**config.mk**
```make
export PLATFORM = sky130hd
export DESIGN_NAME = encode_sequencer
export DESIGN_NICKNAME = d
export VERILOG_FILES = /design/src/rtl/encode_sequencer.sv
export SDC_FILE = /design/constraint.sdc
export NUM_CORES = 1
export LEC_CHECK = 0
export BUFFER_PORTS_ARGS = -buffer_cell sky130_fd_sc_hd__buf_2
export CORE_ASPECT_RATIO = 1.2
export CORE_UTILIZATION = 52
export DETAILED_ROUTE_END_ITERATION = 12
export PLACE_DENSITY = 0.79
export SETUP_SLACK_MARGIN = 0.1
export SLEW_MARGIN = 20
export SYNTH_ARGS = -nofsm -noshare
export SYNTH_HDL_FRONTEND = slang
export SYNTH_SLANG_ARGS = --single-unit
export TNS_END_PERCENT = 10
```
**constraint.sdc**
```tcl
create_clock -name clk_i -period 2.95 [get_ports clk_i]
set_clock_uncertainty 0.1 [all_clocks]
set_input_delay 0.295 -clock clk_i [delete_from_list [all_inputs] [get_ports clk_i]]
set_output_delay 0.295 -clock clk_i [all_outputs]
set_load 0.05 [all_outputs]
```
**src/rtl/encode_sequencer.sv**
```systemverilog
// ============================================================================
// encode_sequencer: sequences one sample encode into the window mapper.
// Optional macro SEQ_PERF_CNT_EN adds the stall_cnt_o performance counter.
// Revision: 1.0
// ============================================================================
`default_nettype none

module encode_sequencer #(
  parameter int MAX_WINDOW1_SIZE = 12,
  parameter int CNT_W            = 16
) (
  input  logic             clk_i,
  input  logic             rst_i,
  input  logic             start_i,
  input  logic [CNT_W-1:0] sample_len_i,
  input  logic [5:0]       window_size_i,
  input  logic             sliding_mode_i,
  input  logic             sig_mode_i,
  input  logic [5:0]       shift_amount_i,
  input  logic             sym_valid_i,
  input  logic [5:0]       sym_data_i,
  output logic             sym_ready_o,
  input  logic             map_ready_i,
  output logic             map_in_valid_o,
  output logic [5:0]       map_in_value_o,
  output logic             map_soft_reset_no,
  output logic [5:0]       map_window_size_o,
  output logic             map_sliding_mode_o,
  output logic             map_sig_mode_o,
  output logic [5:0]       map_shift_amount_o,
  output logic             busy_o,
  output logic             done_o,
  output logic [CNT_W-1:0] sym_count_o,
`ifdef SEQ_PERF_CNT_EN
  output logic [31:0]      stall_cnt_o,
`endif
  output logic             cfg_err_o
);

  localparam logic [5:0] MAX_WIN = 6'(MAX_WINDOW1_SIZE - 1);

  typedef enum logic [2:0] {
    IDLE  = 3'd0,
    CLEAR = 3'd1,
    FEED  = 3'd2,
    DRAIN = 3'd3,
    DONE  = 3'd4
  } state_t;

  state_t           state;
  logic [CNT_W-1:0] sample_len;
  logic             first;
  logic             guard;
  logic             issue;
  logic             drain_exit;
  logic [CNT_W-1:0] count_next;

  // guard masks the mapper ready for one cycle after a strobe, since the
  // mapper has not yet had time to drop it.
  assign issue      = (state == FEED) && sym_valid_i && (first || (map_ready_i && !guard));
  assign drain_exit = (state == DRAIN) && map_ready_i && !guard;
  assign count_next = sym_count_o + {{(CNT_W-1){1'b0}}, 1'b1};
  assign sym_ready_o = issue;

  always_ff @(posedge clk_i or posedge rst_i) begin
    if (rst_i) begin
      state              <= IDLE;
      sample_len         <= '0;
      first              <= 1'b0;
      guard              <= 1'b0;
      map_in_valid_o     <= 1'b0;
      map_in_value_o     <= '0;
      map_soft_reset_no  <= 1'b1;
      map_window_size_o  <= '0;
      map_sliding_mode_o <= 1'b0;
      map_sig_mode_o     <= 1'b0;
      map_shift_amount_o <= '0;
      busy_o             <= 1'b0;
      done_o             <= 1'b0;
      sym_count_o        <= '0;
      cfg_err_o          <= 1'b0;
    end else begin
      map_in_valid_o <= issue;
      guard          <= issue;
      done_o         <= 1'b0;
      if (issue) map_in_value_o <= sym_data_i;
      case (state)
        IDLE: begin
          if (start_i) begin
            sample_len         <= sample_len_i;
            map_sliding_mode_o <= sliding_mode_i;
            map_sig_mode_o     <= sig_mode_i;
            map_shift_amount_o <= shift_amount_i;
            if (window_size_i > MAX_WIN) begin
              map_window_size_o <= MAX_WIN;
              cfg_err_o         <= 1'b1;
            end else begin
              map_window_size_o <= window_size_i;
              cfg_err_o         <= 1'b0;
            end
            sym_count_o       <= '0;
            busy_o            <= 1'b1;
            map_soft_reset_no <= 1'b0;
            state             <= CLEAR;
          end
        end
        CLEAR: begin
          map_soft_reset_no <= 1'b1;
          first             <= 1'b1;
          if (sample_len == '0) begin
            done_o <= 1'b1;
            state  <= DONE;
          end else begin
            state <= FEED;
          end
        end
        FEED: begin
          if (issue) begin
            sym_count_o <= count_next;
            first       <= 1'b0;
            if (count_next == sample_len) state <= DRAIN;
          end
        end
        DRAIN: begin
          // Mapper ready with guard clear means the last batch has finished.
          if (drain_exit) begin
            done_o <= 1'b1;
            state  <= DONE;
          end
        end
        DONE: begin
          busy_o <= 1'b0;
          state  <= IDLE;
        end
        default: state <= IDLE;
      endcase
    end
  end

`ifdef SEQ_PERF_CNT_EN
  logic stall;
  assign stall = ((state == FEED) && !issue) || ((state == DRAIN) && !drain_exit);

  always_ff @(posedge clk_i or posedge rst_i) begin
    if (rst_i) begin
      stall_cnt_o <= '0;
    end else if ((state == IDLE) && start_i) begin
      stall_cnt_o <= '0;
    end else if (stall && (stall_cnt_o != 32'hFFFF_FFFF)) begin
      stall_cnt_o <= stall_cnt_o + 32'd1;
    end
  end
`endif

endmodule

`default_nettype wire

```
==> metrics, run 1 <==
sequential area share after synthesis 0.511; DRC viols 3; clock net sink count 61; Final min period 2.58 ns; CTS buffer count 9; H-tree depth 3; synth warn 0; RSZ-0062 raised after global routing false; Site Rows 29; maximum vdd drop 0.591 mV; Mean Syn Cell Area 8.87 um2; Layout area overhead 22.3%; outcome complete, but fails checks; Worst slew margin 0.414; grt ovf 0; Cell Area, Placed 0.00344 mm2; Syn Nets 379; final instance area 0.00366 mm2; Die Wd 71.2 um; required time worst endpoint 3.09 ns; pin count of the biggest net entering global routing 44; Clock transition at path regs 0.07 ns; via count 2647; GR Layer Usage met3 0.0558; vias in the first global route 2558; Port Buffers 82; HPWL Detailed 4950 um; Post-synth EDFFs 0; fmax 0.388 GHz; final setup fails 0; Setup crit start sym_count_o[0]; max cap viols 0; most common cell in the netlist nand2_1; wire length of the first global-routing pass 11600 um; Yosys cell types 42; Die Area 0.00606 mm2; failing checks DRC; Wirelength per Cell 14.3 um; Via density 5.45; core footprint 0.00541 mm2; Ports 83; placer congestion estimate 0.953; FF+latch count, synth 61; grt met2 use 0.392; Crit Path Max Fanout 8; FFs w/ async S/R, synth 1.00; 1st-iter DRT viols 187; TritonRoute pass-1 iters 8; Worst setup SP type flip-flop; top cells by area, synth dfrtp_1, nand2_1, xnor2_1, o21ai_0, xor2_1; Most Crowded Layer GR met2; Clk Latency, worst-skew pair 0.34 ns; Chip Height 85.1 um; CTS tree yes; Max Transition Viols Final 0; Synth Instances 337; fin util 0.676; Mapped Area 0.00299 mm2; WS Path Type flip-flop to flip-flop; nets 461; Final TNS setup 0 ns; Initial Util 0.553; FF-to-FF Start sym_count_o[0]; Hold Vio Cnt, Final 0; final WL 6960 um; met1 Use GR 0.319; total track usage 0.249; diodes inserted 0; worst slew pin tran 0.878 ns; clock root cell clkbuf_8; Synth top area share 0.502; Worst setup EP type flip-flop; leakage power 1.87 nW; area leader, netlist dfrtp_1; Final ANT Viol Nets 0; P per Cell Area 1010 mW/mm2; Synth top cells by count nand2_1, dfrtp_1, o21ai_0; worst path arrival time 2.71 ns; Final Cycle Share 0.873; Top FF cell, synth dfrtp_1; initial antenna violation count 0; share of cells above drive strength 1 0.269; Bufs on Longest Clock Path 2; Hold Crit Class input pin to asynchronous set/reset pin
## cells in the final DEF (no fill, tap or decap), drive strengths merged, types with 4 or more instances in the layout
cell type / synthesis / routed
nand2: 110 / 110
buf: 11 / 87
dfrtp: 60 / 60
o21ai: 23 / 23
nor2: 19 / 19
xnor2: 13 / 13
clkbuf: 5 / 13
xor2: 12 / 12
nand3: 9 / 9
a21oi: 8 / 8
and2: 7 / 7
o31ai: 6 / 6
nor4: 6 / 6
inv: 5 / 5
o22a: 4 / 4
nand4: 4 / 4
nor3b: 4 / 4
nor3: 4 / 4
nor2b: 4 / 4
## critical path, stage by stage, from the launching register on
cell,delay [ns]
dfrtp_2,0.43
ha_1,0.26
nand3_1,0.14
buf_4,0.19
nor3_1,0.37
xnor2_1,0.18
o21ai_0,0.14
or4_1,0.41
o32ai_1,0.26
## flip-flops by register name, indices dropped and copies added (netlist names)
signal,count
map_in_value_o,6
first,1
map_sliding_mode_o,1
guard,1
state,3
sample_len,16
sym_count_o,16
busy_o,1
cfg_err_o,1
map_sig_mode_o,1
done_o,1
map_shift_amount_o,6
map_soft_reset_no,1
map_window_size_o,6
## path summary, 6_finish.rpt
kind	end	slack [ns]	cells after the start
min	map_shift_amount_o[5]	0.04	2
min reg2reg	map_shift_amount_o[0]	0.37	2
max reg2reg	state[0]	0.37	8
max in group asynchronous	sample_len[10]	1.93	3
min in group clk_i	map_shift_amount_o[4]	0.04	3
max	state[0]	0.37	8
## through the flow
step                      worst slack [ns]  hold slack [ns]  total power (W)  instances
after global routing                 0.194           0.0462          0.00393        486
final                                0.375           0.0351          0.00370        486
after global placement               0.479            0.354          0.00289        470
after CTS                            0.269           0.0377          0.00371        486
after floorplan                      0.257            0.300          0.00254        337
after detailed placement             0.366            0.356          0.00293        470
## layer usage
layer | up-vias | share of wire
met5 | - | 0
met4 | 0 | 0.027
met3 | 13 | 0.056
met2 | 84 | 0.48
met1 | 1249 | 0.43
li1 | 1301 | -
## cell families (layout without fill, tap and decap cells)
family                     count (synthesis)  after routing  share of synthesized area
buffers and inverters                     21            108                     0.0335
muxes                                      2              2                    0.00670
and+or+nand+nor                          174            174                      0.260
adders and majority gates                  1              1                    0.00419
xor gates and xnor gates                  25             25                     0.0733
DFF                                       61             61                      0.511
AOI/OAI and AO/OA                         53             53                      0.112
## repair_timing
item,4_1_cts,5_1_grt
hold buffers,0,0
resized for setup,0,1
endpoints found under the setup margin,0,1
buffers inserted,0,0
## area by class of cell
class                      count  area (um2)
clock buffer                  13         169
sequential                    61        1530
inverter                       5        18.8
fill                         443        1750
multi-input combinational    255        1370
timing repair buffer          87         448
tap                           62        77.6
clock inverter                 3        42.5
## where the power goes
| group | internal (W) | switching (W) | total [W] |
|---|---|---|---|
| clock network | 0.000458 | 0.000320 | 0.000778 |
| logic | 0.000465 | 0.00110 | 0.00156 |
| registers | 0.00111 | 0.000245 | 0.00136 |
(Power assumes the default switching activity.)
==> run 2, diff against run 1 <==
--- a/config.mk
+++ b/config.mk
@@ -5,7 +5,7 @@
 export SDC_FILE = /design/constraint.sdc
 export NUM_CORES = 1
 export LEC_CHECK = 0
-export BUFFER_PORTS_ARGS = -buffer_cell sky130_fd_sc_hd__buf_2
+export BUFFER_PORTS_ARGS = -buffer_cell sky130_fd_sc_hd__buf_4
 export CORE_ASPECT_RATIO = 1.2
 export CORE_UTILIZATION = 52
 export DETAILED_ROUTE_END_ITERATION = 12
==> metrics, run 2 (synthesis results as in run 1) <==
outcome complete, but fails checks; failing checks DRC; CTS buffer count 9; Hold Crit Class input pin to asynchronous set/reset pin; most frequent cells in the layout nand2_1, buf_4, dfrtp_1, o21ai_0, nor2_1; Initial Util 0.553; DRC viols 3; clock net sink count 61; Largest regs sample_len: 16 flops, sym_count_o: 16 flops; placer congestion estimate 0.895; vias in the first global route 2651; Layout area overhead 28.1%; Clk Latency, worst-skew pair 0.33 ns; leakage power 1.90 nW; Worst setup EP type flip-flop; CP max-delay cell nor4_1; Post-CTS Setup Bufs 0; TritonRoute pass-1 iters 9; Worst setup SP type flip-flop; core footprint 0.00541 mm2; share of cells above drive strength 1 0.269; multi-input gate area in the final layout 0.00136 mm2; commonest non-fill, non-tap cell in the layout nand2_1; H-tree depth 3; Final Cycle Share 0.901; Final min period 2.66 ns; Die Area 0.00606 mm2; final WL 7320 um; Port Buffers 82; 1st-iter DRT viols 181; Wirelength per Cell 15.1 um; Crit Path Max Fanout 10; slowest stage delay, CP 0.55 ns; Worst slew margin 0.408; Crit path buffers/inverters 0; CTS tree yes; Bufs on Longest Clock Path 2; diodes inserted 0; wire length of the first global-routing pass 12200 um; fin util 0.708; maximum vdd drop 0.621 mV; pin count of the biggest net entering global routing 43; register area 0.00153 mm2; initial antenna violation count 0; Final ANT Viol Nets 0; worst slew pin tran 0.885 ns; Cell Chain, Critical Path nand4_1 > nor4_1 > xnor2_1 > o311ai_0 > or4_1 > o32ai_1; fillcell total 442; WS Path Type flip-flop to flip-flop; RSZ-0062 raised after global routing false; P per Cell Area 974 mW/mm2; grt ovf 0; worst path arrival time 2.78 ns; hold-fix buffers at CTS 0; max cap viols 0; Resize count post-CTS 0; via count 2691; required time worst endpoint 3.08 ns; Via density 5.54; fmax 0.376 GHz; Max Transition Viols Final 0; Chip Height 85.1 um; Site Rows 29; CP delay by family, top simple AND/OR/NAND/NOR gates; HPWL Detailed 5300 um; total track usage 0.262; final setup fails 0; clock root cell clkbuf_8; Clock transition at path regs 0.07 ns; Hold Vio Cnt, Final 0; Final TNS setup 0 ns; nets 461; Die Wd 71.2 um; Ports 83
run 2: changes by cell type in the layout (fill, tap and decap cells not counted), sizes merged:
cell / change
clkinv: +1
clkinvlp: +1
bufinv: -1
inv: +1
clkbuf: -2
run 2: path summary, 6_finish.rpt:
| path | start | endpoint | slack [ns] | depth (start not counted) |
|---|---|---|---|---|
| worst max-delay path | sym_count_o[4] | state[0] | 0.29 | 6 |
| worst min-delay path | rst_i | map_shift_amount_o[5] | 0.05 | 2 |
| worst max register to register | sym_count_o[4] | state[0] | 0.29 | 6 |
| worst min register to register | map_shift_amount_o[2] | map_shift_amount_o[2] | 0.38 | 2 |
| max in group asynchronous | rst_i | sample_len[3] | 1.90 | 3 |
| min in group clk_i | sample_len_i[10] | sample_len[10] | 0.05 | 3 |
run 2: area by class of cell:
class	count	area share
Sequential cell	61	0.400
Clock inverter	5	0.00882
Multi-Input combinational cell	255	0.356
Clock buffer	11	0.0395
Tap cell	62	0.0203
Timing Repair Buffer	87	0.171
Inverter	5	0.00490
run 2: worst register-to-register path, delay by kind of cell (launching register included):
family | cells | cell delay (ns)
compound gates | 2 | 0.39
xor+xnor | 1 | 0.18
flops | 1 | 0.54
simple gates | 3 | 1.34
run 2: metal layers:
layer  up-vias  part of all wire  global-route usage
met4         0             0.023               0.118
met2        81              0.50               0.422
li1       1292                 -                   -
met1      1297              0.42               0.343
met3        21             0.053              0.0499
met5         -                 0                   0
run 2: stage by stage:
| stage | total power [W] | area, um2 | worst slack [ns] | hold WS, ns | instances |
|---|---|---|---|---|---|
| after global placement | 0.00300 | 3640 | 0.475 | 0.362 | 470 |
| after detailed placement | 0.00305 | 3640 | 0.325 | 0.368 | 470 |
| after floorplan | 0.00254 | 2990 | 0.257 | 0.300 | 337 |
| after CTS | 0.00375 | 3830 | 0.299 | 0.0401 | 486 |
| after global routing | 0.00395 | 3830 | 0.176 | 0.0417 | 486 |
| final | 0.00373 | 3830 | 0.293 | 0.0477 | 486 |
run 2: power breakdown:
group	switching (W)	internal, W
Sequential	0.000259	0.00111
Clock	0.000342	0.000351
Combinational	0.00110	0.000564
Total	0.00170	0.00203
